### src/rtl/os_lane_scheduler.sv
// os_lane_scheduler: funnels per-lane ordered sets into one shared os_checker.
// Each lane owns a one-entry buffer. A round-robin arbiter moves one buffered
// set per cycle into a valid/ready output register. A change of LTSSM
// substate flushes every buffer and pulses flush for one cycle.

module os_lane_scheduler #(
    parameter int LANES    = 4,
    parameter int OS_WIDTH = 128
) (
    input  logic                        clk,
    input  logic                        reset,
    input  logic [3:0]                  substate,
    input  logic [LANES*OS_WIDTH-1:0]   lane_os,
    input  logic [LANES-1:0]            lane_valid,
    input  logic                        os_ready,
    output logic                        os_valid,
    output logic [OS_WIDTH-1:0]         os_out,
    output logic [$clog2(LANES)-1:0]    os_lane,
    output logic [LANES-1:0]            overflow,
    output logic                        flush,
    output logic                        busy
);

    localparam int LW = $clog2(LANES);

    // Round-robin pick: the first full lane after 'last' wins, wrapping
    // LANES-1 -> 0. Returns {found, index}.
    function automatic logic [LW:0] rr_pick(
        input logic [LANES-1:0] full,
        input logic [LW-1:0]    last
    );
        logic          found;
        logic [LW-1:0] sel;
        logic [LW-1:0] cand;
        int            pos;
        found = 1'b0;
        sel   = '0;
        cand  = '0;
        pos   = 0;
        for (int off = 1; off <= LANES; off++) begin
            pos  = (int'(last) + off) % LANES;
            cand = LW'(pos);
            if (!found && full[cand]) begin
                found = 1'b1;
                sel   = cand;
            end else begin
                found = found;
            end
        end
        return {found, sel};
    endfunction

    // State registers and their next-state values
    logic [3:0]                         substate_q;
    logic [LANES-1:0]                   buf_full_q,  buf_full_d;
    logic [LANES-1:0][OS_WIDTH-1:0]     buf_data_q,  buf_data_d;
    logic [LANES-1:0]                   overflow_q,  overflow_d;
    logic [LW-1:0]                      last_grant_q, last_grant_d;
    logic                               os_valid_q,  os_valid_d;
    logic [OS_WIDTH-1:0]                os_out_q,    os_out_d;
    logic [LW-1:0]                      os_lane_q,   os_lane_d;
    logic                               flush_q,     flush_d;

    // Combinational helpers
    logic                               load_en_s;
    logic                               sub_change_s;
    logic                               grant_valid_s;
    logic [LW-1:0]                      grant_idx_s;
    logic [LANES-1:0]                   drain_s;

    // Arbitration: decide whether the output register reloads and which lane drains
    always_comb begin
        load_en_s                    = (!os_valid_q) || os_ready;
        sub_change_s                 = (substate != substate_q);
        {grant_valid_s, grant_idx_s} = rr_pick(buf_full_q, last_grant_q);
        drain_s                      = '0;
        for (int i = 0; i < LANES; i++) begin
            drain_s[i] = load_en_s && grant_valid_s && (grant_idx_s == LW'(i));
        end
    end

    // Next-state: a substate change wins over capture, grant and handshake
    always_comb begin
        buf_full_d   = buf_full_q;
        buf_data_d   = buf_data_q;
        overflow_d   = overflow_q;
        last_grant_d = last_grant_q;
        os_valid_d   = os_valid_q;
        os_out_d     = os_out_q;
        os_lane_d    = os_lane_q;
        flush_d      = 1'b0;

        if (sub_change_s) begin
            // Inputs arriving at the flushing edge are discarded silently.
            buf_full_d   = '0;
            overflow_d   = '0;
            os_valid_d   = 1'b0;
            last_grant_d = LW'(LANES - 1);
            flush_d      = 1'b1;
        end else begin
            // Output register: reload when empty or when the checker takes it.
            if (load_en_s) begin
                if (grant_valid_s) begin
                    os_valid_d   = 1'b1;
                    os_out_d     = buf_data_q[grant_idx_s];
                    os_lane_d    = grant_idx_s;
                    last_grant_d = grant_idx_s;
                end else begin
                    os_valid_d   = 1'b0;
                end
            end else begin
                os_valid_d = os_valid_q;
            end

            // Lane buffers: a buffer drained this edge may be refilled this edge.
            for (int i = 0; i < LANES; i++) begin
                if (lane_valid[i]) begin
                    if (!buf_full_q[i] || drain_s[i]) begin
                        buf_full_d[i] = 1'b1;
                        buf_data_d[i] = lane_os[i*OS_WIDTH +: OS_WIDTH];
                    end else begin
                        overflow_d[i] = 1'b1;
                    end
                end else if (drain_s[i]) begin
                    buf_full_d[i] = 1'b0;
                end else begin
                    buf_full_d[i] = buf_full_q[i];
                end
            end
        end
    end

    // State register with asynchronous active-high reset
    always_ff @(posedge clk or posedge reset) begin
        if (reset) begin
            substate_q   <= 4'd0;
            buf_full_q   <= '0;
            buf_data_q   <= '0;
            overflow_q   <= '0;
            last_grant_q <= LW'(LANES - 1);
            os_valid_q   <= 1'b0;
            os_out_q     <= '0;
            os_lane_q    <= '0;
            flush_q      <= 1'b0;
        end else begin
            substate_q   <= substate;
            buf_full_q   <= buf_full_d;
            buf_data_q   <= buf_data_d;
            overflow_q   <= overflow_d;
            last_grant_q <= last_grant_d;
            os_valid_q   <= os_valid_d;
            os_out_q     <= os_out_d;
            os_lane_q    <= os_lane_d;
            flush_q      <= flush_d;
        end
    end

    assign os_valid = os_valid_q;
    assign os_out   = os_out_q;
    assign os_lane  = os_lane_q;
    assign overflow = overflow_q;
    assign flush    = flush_q;
    // busy reflects pending work in the same cycle, so it is not re-registered.
    assign busy     = (|buf_full_q) | os_valid_q;

    os_lane_scheduler_chk #(
        .OS_WIDTH (OS_WIDTH),
        .LW       (LW)
    ) u_chk (
        .clk        (clk),
        .reset      (reset),
        .substate   (substate),
        .substate_q (substate_q),
        .os_valid   (os_valid_q),
        .os_ready   (os_ready),
        .os_out     (os_out_q),
        .os_lane    (os_lane_q),
        .flush      (flush_q)
    );

endmodule

// os_lane_scheduler_chk: protocol properties of the scheduler output side.
module os_lane_scheduler_chk #(
    parameter int OS_WIDTH = 128,
    parameter int LW       = 2
) (
    input  logic                clk,
    input  logic                reset,
    input  logic [3:0]          substate,
    input  logic [3:0]          substate_q,
    input  logic                os_valid,
    input  logic                os_ready,
    input  logic [OS_WIDTH-1:0] os_out,
    input  logic [LW-1:0]       os_lane,
    input  logic                flush
);

    // A stalled set must stay put until the checker accepts it.
    a_hold_stable: assert property (@(posedge clk) disable iff (reset)
        (os_valid && !os_ready && (substate == substate_q))
        |=> (os_valid && $stable(os_out) && $stable(os_lane)));

    // A substate change is always followed by a one-cycle flush pulse.
    a_flush_pulse: assert property (@(posedge clk) disable iff (reset)
        (substate != substate_q) |=> (flush && !os_valid));

endmodule
### config.mk
export PLATFORM = sky130hd
export DESIGN_NAME = os_lane_scheduler
export DESIGN_NICKNAME = d
export VERILOG_FILES = /design/src/rtl/os_lane_scheduler.sv
export SDC_FILE = /design/constraint.sdc
export NUM_CORES = 1
export LEC_CHECK = 0
export CAP_MARGIN = 20
export CORE_AREA = 2 2 259 261
export CTS_BUF_LIST = sky130_fd_sc_hd__clkbuf_4
export CTS_CLUSTER_DIAMETER = 40
export DETAILED_ROUTE_END_ITERATION = 8
export DIE_AREA = 0 0 261 263
export DONT_BUFFER_PORTS = 1
export HOLD_SLACK_MARGIN = 0.06
export MAX_ROUTING_LAYER = met4
export PLACE_DENSITY = 0.53
export SLEW_MARGIN = 20
export SYNTH_ARGS = -nofsm -noshare
export SYNTH_HDL_FRONTEND = slang
export SYNTH_HIERARCHICAL = 1
export SYNTH_SLANG_ARGS = --single-unit
### constraint.sdc
create_clock -name clk -period 21.8 [get_ports clk]
set_input_delay 1.09 -clock clk [delete_from_list [all_inputs] [get_ports clk]]
set_output_delay 1.09 -clock clk [all_outputs]
set_load 0.02 [all_outputs]
## Word-level counts from Yosys, hierarchy flattened

Cells that the tools add are included.
W data, S select, Z words.

| cells by class | value |
|---|---|
| $add $sub $neg | 4 |
| magnitude comparators | 5 |
| eq/ne operators | 12 |
| muxes and demuxes | 47 |
| bitwise operators | 2 |
| reduce and logical (&&, ||, !) cells | 47 |

Operators by type and width:

| cell | count |
|---|---|
| $bmux W128 S2 | 1 |
| $mux W128 | 1 |
| $mux W1 | 32 |
| $reduce_and A2 Y1 | 9 |
| $lt A2 B3 Y1 const B | 5 |
| $reduce_and A3 Y1 | 5 |
| $mux W2 | 7 |
| $ne A3 B1 Y1 const B | 4 |
| $reduce_bool A2 Y1 | 6 |
| $reduce_bool A3 Y1 | 4 |
| $bmux W1 S2 | 4 |
| $logic_and A1 B1 Y1 | 8 |
| $logic_not A1 Y1 | 8 |
| $mux W4 | 2 |
| $ne A2 B2 Y1 const B | 4 |
| $logic_or A1 B1 Y1 | 5 |
| $add A2 B1 Y2 const B | 2 |
| $add A2 B2 Y2 const B | 2 |
| $eq A2 B2 Y1 const B | 2 |
| $ne A4 B4 Y1 | 1 |
| $reduce_or A4 Y1 | 1 |
| $eq A2 B1 Y1 const B | 1 |
| $logic_not A2 Y1 | 1 |
| $not A1 Y1 | 1 |
| $or A1 B1 Y1 | 1 |

| storage, ports and cells | value |
|---|---|
| flip-flop bits (word level) | 658 |
| input bits | 523 |
| word-level logic and storage cells | 135 |

## Logic depth before layout (Yosys ltp)

| logic depth | value |
|---|---|
| depth in word-level cells | 19 |
| gate-level depth with buffers | 9 |
| mapped depth without buffers | 5 |

## Worst setup path after synthesis

No wires, ideal clock.

| timing | value |
|---|---|
| kind | input-to-reg |
| from | input substate[2] |
| to | register buf_data_q[256] in the netlist's numbering |
| library setup time | 125 ps |
| arrival time | 2542 ps |
| data required time | 21675 ps |
| slack | 19133 ps |
| stages on the path | 7 |
| cell sequence | xnor2_1 > nand4_1 > clkbuf_1 > nor3b_1 > buf_2 > buf_2 > mux2_2 |

| on the way | value |
|---|---|
| word-level cells in the longest chain between the ends | 3 |

Ends and longest elaborated chain:

| element | line | text |
|---|---|---|
| start: declaration | 12 | `input logic [3:0] substate,` |
| $ne A4 B4 Y1 | 74 | `sub_change_s = (substate != substate_q);` |
| $not A1 Y1 (no line) | - |  |
| $reduce_and A3 Y1 (no line) | - |  |
| end signal: assignment | 148 | `buf_data_q <= buf_data_d;` |
| end: declaration | 56 | `logic [LANES-1:0][OS_WIDTH-1:0] buf_data_q, buf_data_d;` |

No other way between the ends.
A chain may end at the register's enable or synchronous reset.

==> impl_table.tex <==
\begin{tabular}{lr}
\hline
Metric & Value \\
\hline
\multicolumn{2}{l}{\textbf{Status}} \\
\quad Status & complete, no violations \\
\multicolumn{2}{l}{\textbf{Route}} \\
\quad Top layer used by detailed routing & met4 \\
\quad Vias after detailed routing & 18127 \\
\quad \# DRC & 0 \\
\quad Amount of wire on met2 after detailed routing & 41.7 mm \\
\quad Met1 routed wirelength after detailed routing & 32.1 mm \\
\quad WL met3 & 7.36 mm \\
\quad Routed Antenna Nets & 0 \\
\quad Number of iterations in the first detailed-routing pass & 5 \\
\quad Number of DRC markers in iteration 0 & 980 \\
\quad Via/cell ratio & 5.52 \\
\quad Routed wirelength normalized by instance count & 25.4 µm \\
\quad Aggregate routed wire length & 83.4 mm \\
\multicolumn{2}{l}{\textbf{Synthesis}} \\
\quad Cell with the most instances after synthesis & sky130\_fd\_sc\_hd\_\_dfrtp\_1 \\
\quad Fraction of synthesis flops using an asynchronous set or reset pin & 100\% \\
\quad Predominant post-synthesis flop cell & sky130\_fd\_sc\_hd\_\_dfrtp\_1 \\
\quad Mapped Nets & 2696 \\
\quad Number of synthesized flops with an enable pin & 0 \\
\quad Warnings from Yosys & 6 \\
\quad Mapped Area & 0.0281 mm² \\
\quad Sequential cell area fraction in the yosys report & 58.6\% \\
\quad Fraction of post-synthesis cell area in the top cell type by area & 58.4\% \\
\quad Dominant cell type by area after synthesis & sky130\_fd\_sc\_hd\_\_dfrtp\_1 \\
\quad Leading post-synthesis cells by cell area & sky130\_fd\_sc\_hd\_\_dfrtp\_1 58\%, sky130\_fd\_sc\_hd\_\_mux2\_2 26\%, sky130\_fd\_sc\_hd\_\_nand2\_1 3.5\%, sky130\_fd\_sc\_hd\_\_a22oi\_1 3.4\%, sky130\_fd\_sc\_hd\_\_a31oi\_1 2.9\% \\
\quad Syn avg cell area & 12.9 µm² \\
\quad Count of different cell masters after synthesis & 34 \\
\quad List of most frequent post-synthesis cells & 656 x sky130\_fd\_sc\_hd\_\_dfrtp\_1, 641 x sky130\_fd\_sc\_hd\_\_mux2\_2, 261 x sky130\_fd\_sc\_hd\_\_nand2\_1, 139 x sky130\_fd\_sc\_hd\_\_nor2\_1, 131 x sky130\_fd\_sc\_hd\_\_a31oi\_1 \\
\quad Gate count after technology mapping & 2173 \\
\quad Yosys reg bits & 658 \\
\multicolumn{2}{l}{\textbf{CTS}} \\
\quad Clock latency reported for the late side of the worst-skew pair & 0.99 ns \\
\quad CTS-repair resized insts & 0 \\
\quad Maximum buffer depth of the clock tree & 3 \\
\quad Number of sinks handled by clock tree synthesis & 658 \\
\quad Clock Pin Slew Worst Setup and Hold Paths & 0.07 ns \\
\quad Number of setup buffers added after CTS & 0 \\
\quad Maximum level of the CTS H-tree & 4 \\
\quad Clock tree from TritonCTS & built \\
\quad Cts hold-fix bufs & 5 \\
\quad Number of buffers added by the clock tree synthesis step & 182 \\
\quad Clock root buffer & sky130\_fd\_sc\_hd\_\_clkbuf\_4 \\
\multicolumn{2}{l}{\textbf{Timing}} \\
\quad Peak clock frequency supported by timing & 0.215 GHz \\
\quad Final total negative setup slack & 0 ns \\
\quad Setup clock skew after layout & 0.0548 ns \\
\quad Min cycle time layout & 4.66 ns \\
\quad Period Utilization, post-route & 21.4\% \\
\quad Hold\_ws & 0.226 ns \\
\quad Worst relative slew slack & 29.6\% \\
\quad Setup repair after global routing missed its margin & no \\
\quad Final count of pins violating max slew & 0 \\
\quad Worst slew pin tran & 1.06 ns \\
\quad Number of endpoints failing setup at the final stage & 0 \\
\quad Number of endpoints with negative hold slack in the final report & 0 \\
\multicolumn{2}{l}{\textbf{Critical path}} \\
\quad Critical path arrival & 5.63 ns \\
\quad Kind of end point of the critical path & asynchronous set/reset pin \\
\quad R2r worst-path depth & 6 \\
\quad Startpoint type of the worst setup path & input port \\
\quad Critical Setup Path Class & in2async \\
\quad Required time of the worst setup path & 22.77 ns \\
\quad Max FO, Critical Path & 164 \\
\multicolumn{2}{l}{\textbf{Floorplan}} \\
\quad Core area & 0.0656 mm² \\
\quad Die boundary width & 261 µm \\
\quad I/O pin cnt & 660 \\
\quad Height of the chip & 263 µm \\
\quad Initial core utilization & 42.8\% \\
\quad Area enclosed by the die boundary & 0.0686 mm² \\
\quad Number of placement rows & 94 \\
\multicolumn{2}{l}{\textbf{Placement}} \\
\quad HPWL reported at the end of detailed placement & 55.6 mm \\
\quad I/O Buffers & 0 \\
\quad GPL Wtd Cong & 0.847 \\
\multicolumn{2}{l}{\textbf{Final layout}} \\
\quad Multi-input gate area & 0.0109 mm² \\
\quad NumNets Final & 2758 \\
\quad Core Util, Final & 47.6\% \\
\quad Area Overhead vs Synth & 11.3\% \\
\quad Fraction of final layout cells with drive strength greater than 1 & 41.2\% \\
\quad Register area & 0.0165 mm² \\
\quad Filler cell count & 6078 \\
\multicolumn{2}{l}{\textbf{GRT}} \\
\quad Via count of the first global-routing pass & 19001 \\
\quad First-pass GRT wire length & 123 mm \\
\quad Largest net degree at the start of global routing & 165 \\
\quad Grt ovf & 0 \\
\quad Antenna violations before repair & 49 \\
\quad Overall routing resource usage & 24.9\% \\
\multicolumn{2}{l}{\textbf{Power}} \\
\quad Leakage power summed over all cells & 13.0 nW \\
\quad Power density over the cells & 126 mW/mm² \\
\quad Worst voltage drop across the vdd grid & 0.0644 mV \\
\multicolumn{2}{l}{\textbf{Worst hold path}} \\
\quad Hold WC Path Type & in2reg \\
\quad Worst Hold Path Cells & 1 \\
\multicolumn{2}{l}{\textbf{Job}} \\
\quad Number of max-capacitance violations reported & 0 \\
\hline
\end{tabular}
==> cell families (layout without fill, tap and decap cells) <==
| kind of cell | Yosys count | count (layout) | share of synthesized area, % |
|---|---|---|---|
| multiplexers | 642 | 642 | 25.7 |
| flip-flops | 658 | 658 | 58.6 |
| AND/OR/NAND/NOR | 420 | 420 | 5.80 |
| XOR/XNOR | 4 | 4 | 0.125 |
| buffers and inverters | 166 | 360 | 2.81 |
| AO/OA/AOI/OAI | 283 | 283 | 6.92 |
| other | 0 | 54 | 0 |
==> sequential cells by signal, indices dropped and copies added (netlist names) <==
name,flops
last_grant_q,2
os_out,128
os_valid,1
buf_data_q,512
os_lane,2
flush,1
overflow,4
substate_q,4
buf_full_q,4
==> where the power goes <==
group / switching [mW] / internal (mW) / total [mW]
combinational: 0.253 / 0.408 / 0.661
clock: 0.521 / 0.607 / 1.13
sequential: 0.458 / 1.70 / 2.16
total: 1.23 / 2.72 / 3.95
==> per-layer routing <==
metal / global-route usage [%] / up-vias
met3: 10.2 / 139
met4: 9.38 / 0
met2: 39.9 / 620
met5: - / -
met1: 27.9 / 9334
li1: - / 8034
==> layout make-up <==
cell class | count | share of cell area [%]
Inverter | 6 | 0.0961
Antenna cell | 54 | 0.432
Sequential cell | 658 | 52.7
Multi-Input combinational cell | 1349 | 34.8
Clock inverter | 42 | 0.905
Clock buffer | 274 | 6.58
Timing Repair Buffer | 38 | 1.06
Tap cell | 864 | 3.46
==> worst max-delay path, stage by stage <==
cell,delay [ns]
sky130_fd_sc_hd__dlygate4sd3_1,0.61
sky130_fd_sc_hd__inv_8,0.48
sky130_fd_sc_hd__buf_12,0.67
sky130_fd_sc_hd__buf_4,0.84
sky130_fd_sc_hd__buf_4,0.88
sky130_fd_sc_hd__buf_4,0.83
==> cell usage in the layout, fill, tap and decap left out, drive strengths merged <==
master | Yosys | final
dfrtp | 656 | 656
mux2 | 641 | 641
clkbuf | 60 | 274
nand2 | 261 | 261
nor2 | 140 | 140
a31oi | 131 | 131
a22oi | 128 | 128
diode | 0 | 54
buf | 100 | 33
clkinv | 0 | 29
inv | 6 | 10
a21oi | 8 | 8
o21ai | 7 | 7
clkinvlp | 0 | 6
dlygate4sd3 | 0 | 5
nand2b | 4 | 4
nor2b | 4 | 4
xnor2 | 4 | 4
nor3b | 4 | 4
o211ai | 3 | 3
o21a | 3 | 3
bufinv | 0 | 3
dfstp | 2 | 2
or2 | 2 | 2
nand4 | 1 | 1
o22ai | 1 | 1
and3 | 1 | 1
nor3 | 1 | 1
nand3 | 1 | 1
nor4 | 1 | 1
a311oi | 1 | 1
o211a | 1 | 1
mux2i | 1 | 1
==> through the flow <==
step                instances  cell area, µm²  worst slack (ns)  power (mW)
floorplan                2173           28100              2.27        2.64
global placement         2909           28700             16.63        2.80
detailed placement       2909           28700             16.50        2.85
CTS                      3230           31100             16.95        4.00
global route             3283           31300             16.55        4.20
finish                   3285           31300             17.14        3.95
==> worst paths after layout <==
path                                        end            start  slack (ns)
worst min register to register  buf_data_q[238]  buf_data_q[238]        0.50
max in group clk                     os_lane[1]         os_valid       17.91
worst max-delay path                 os_out[26]            reset       17.14
min in group asynchronous       buf_data_q[349]            reset        0.69
worst max register to register       os_lane[1]         os_valid       17.91
worst min-delay path            buf_data_q[204]     lane_os[204]        0.23
(Power assumes the default switching activity.)
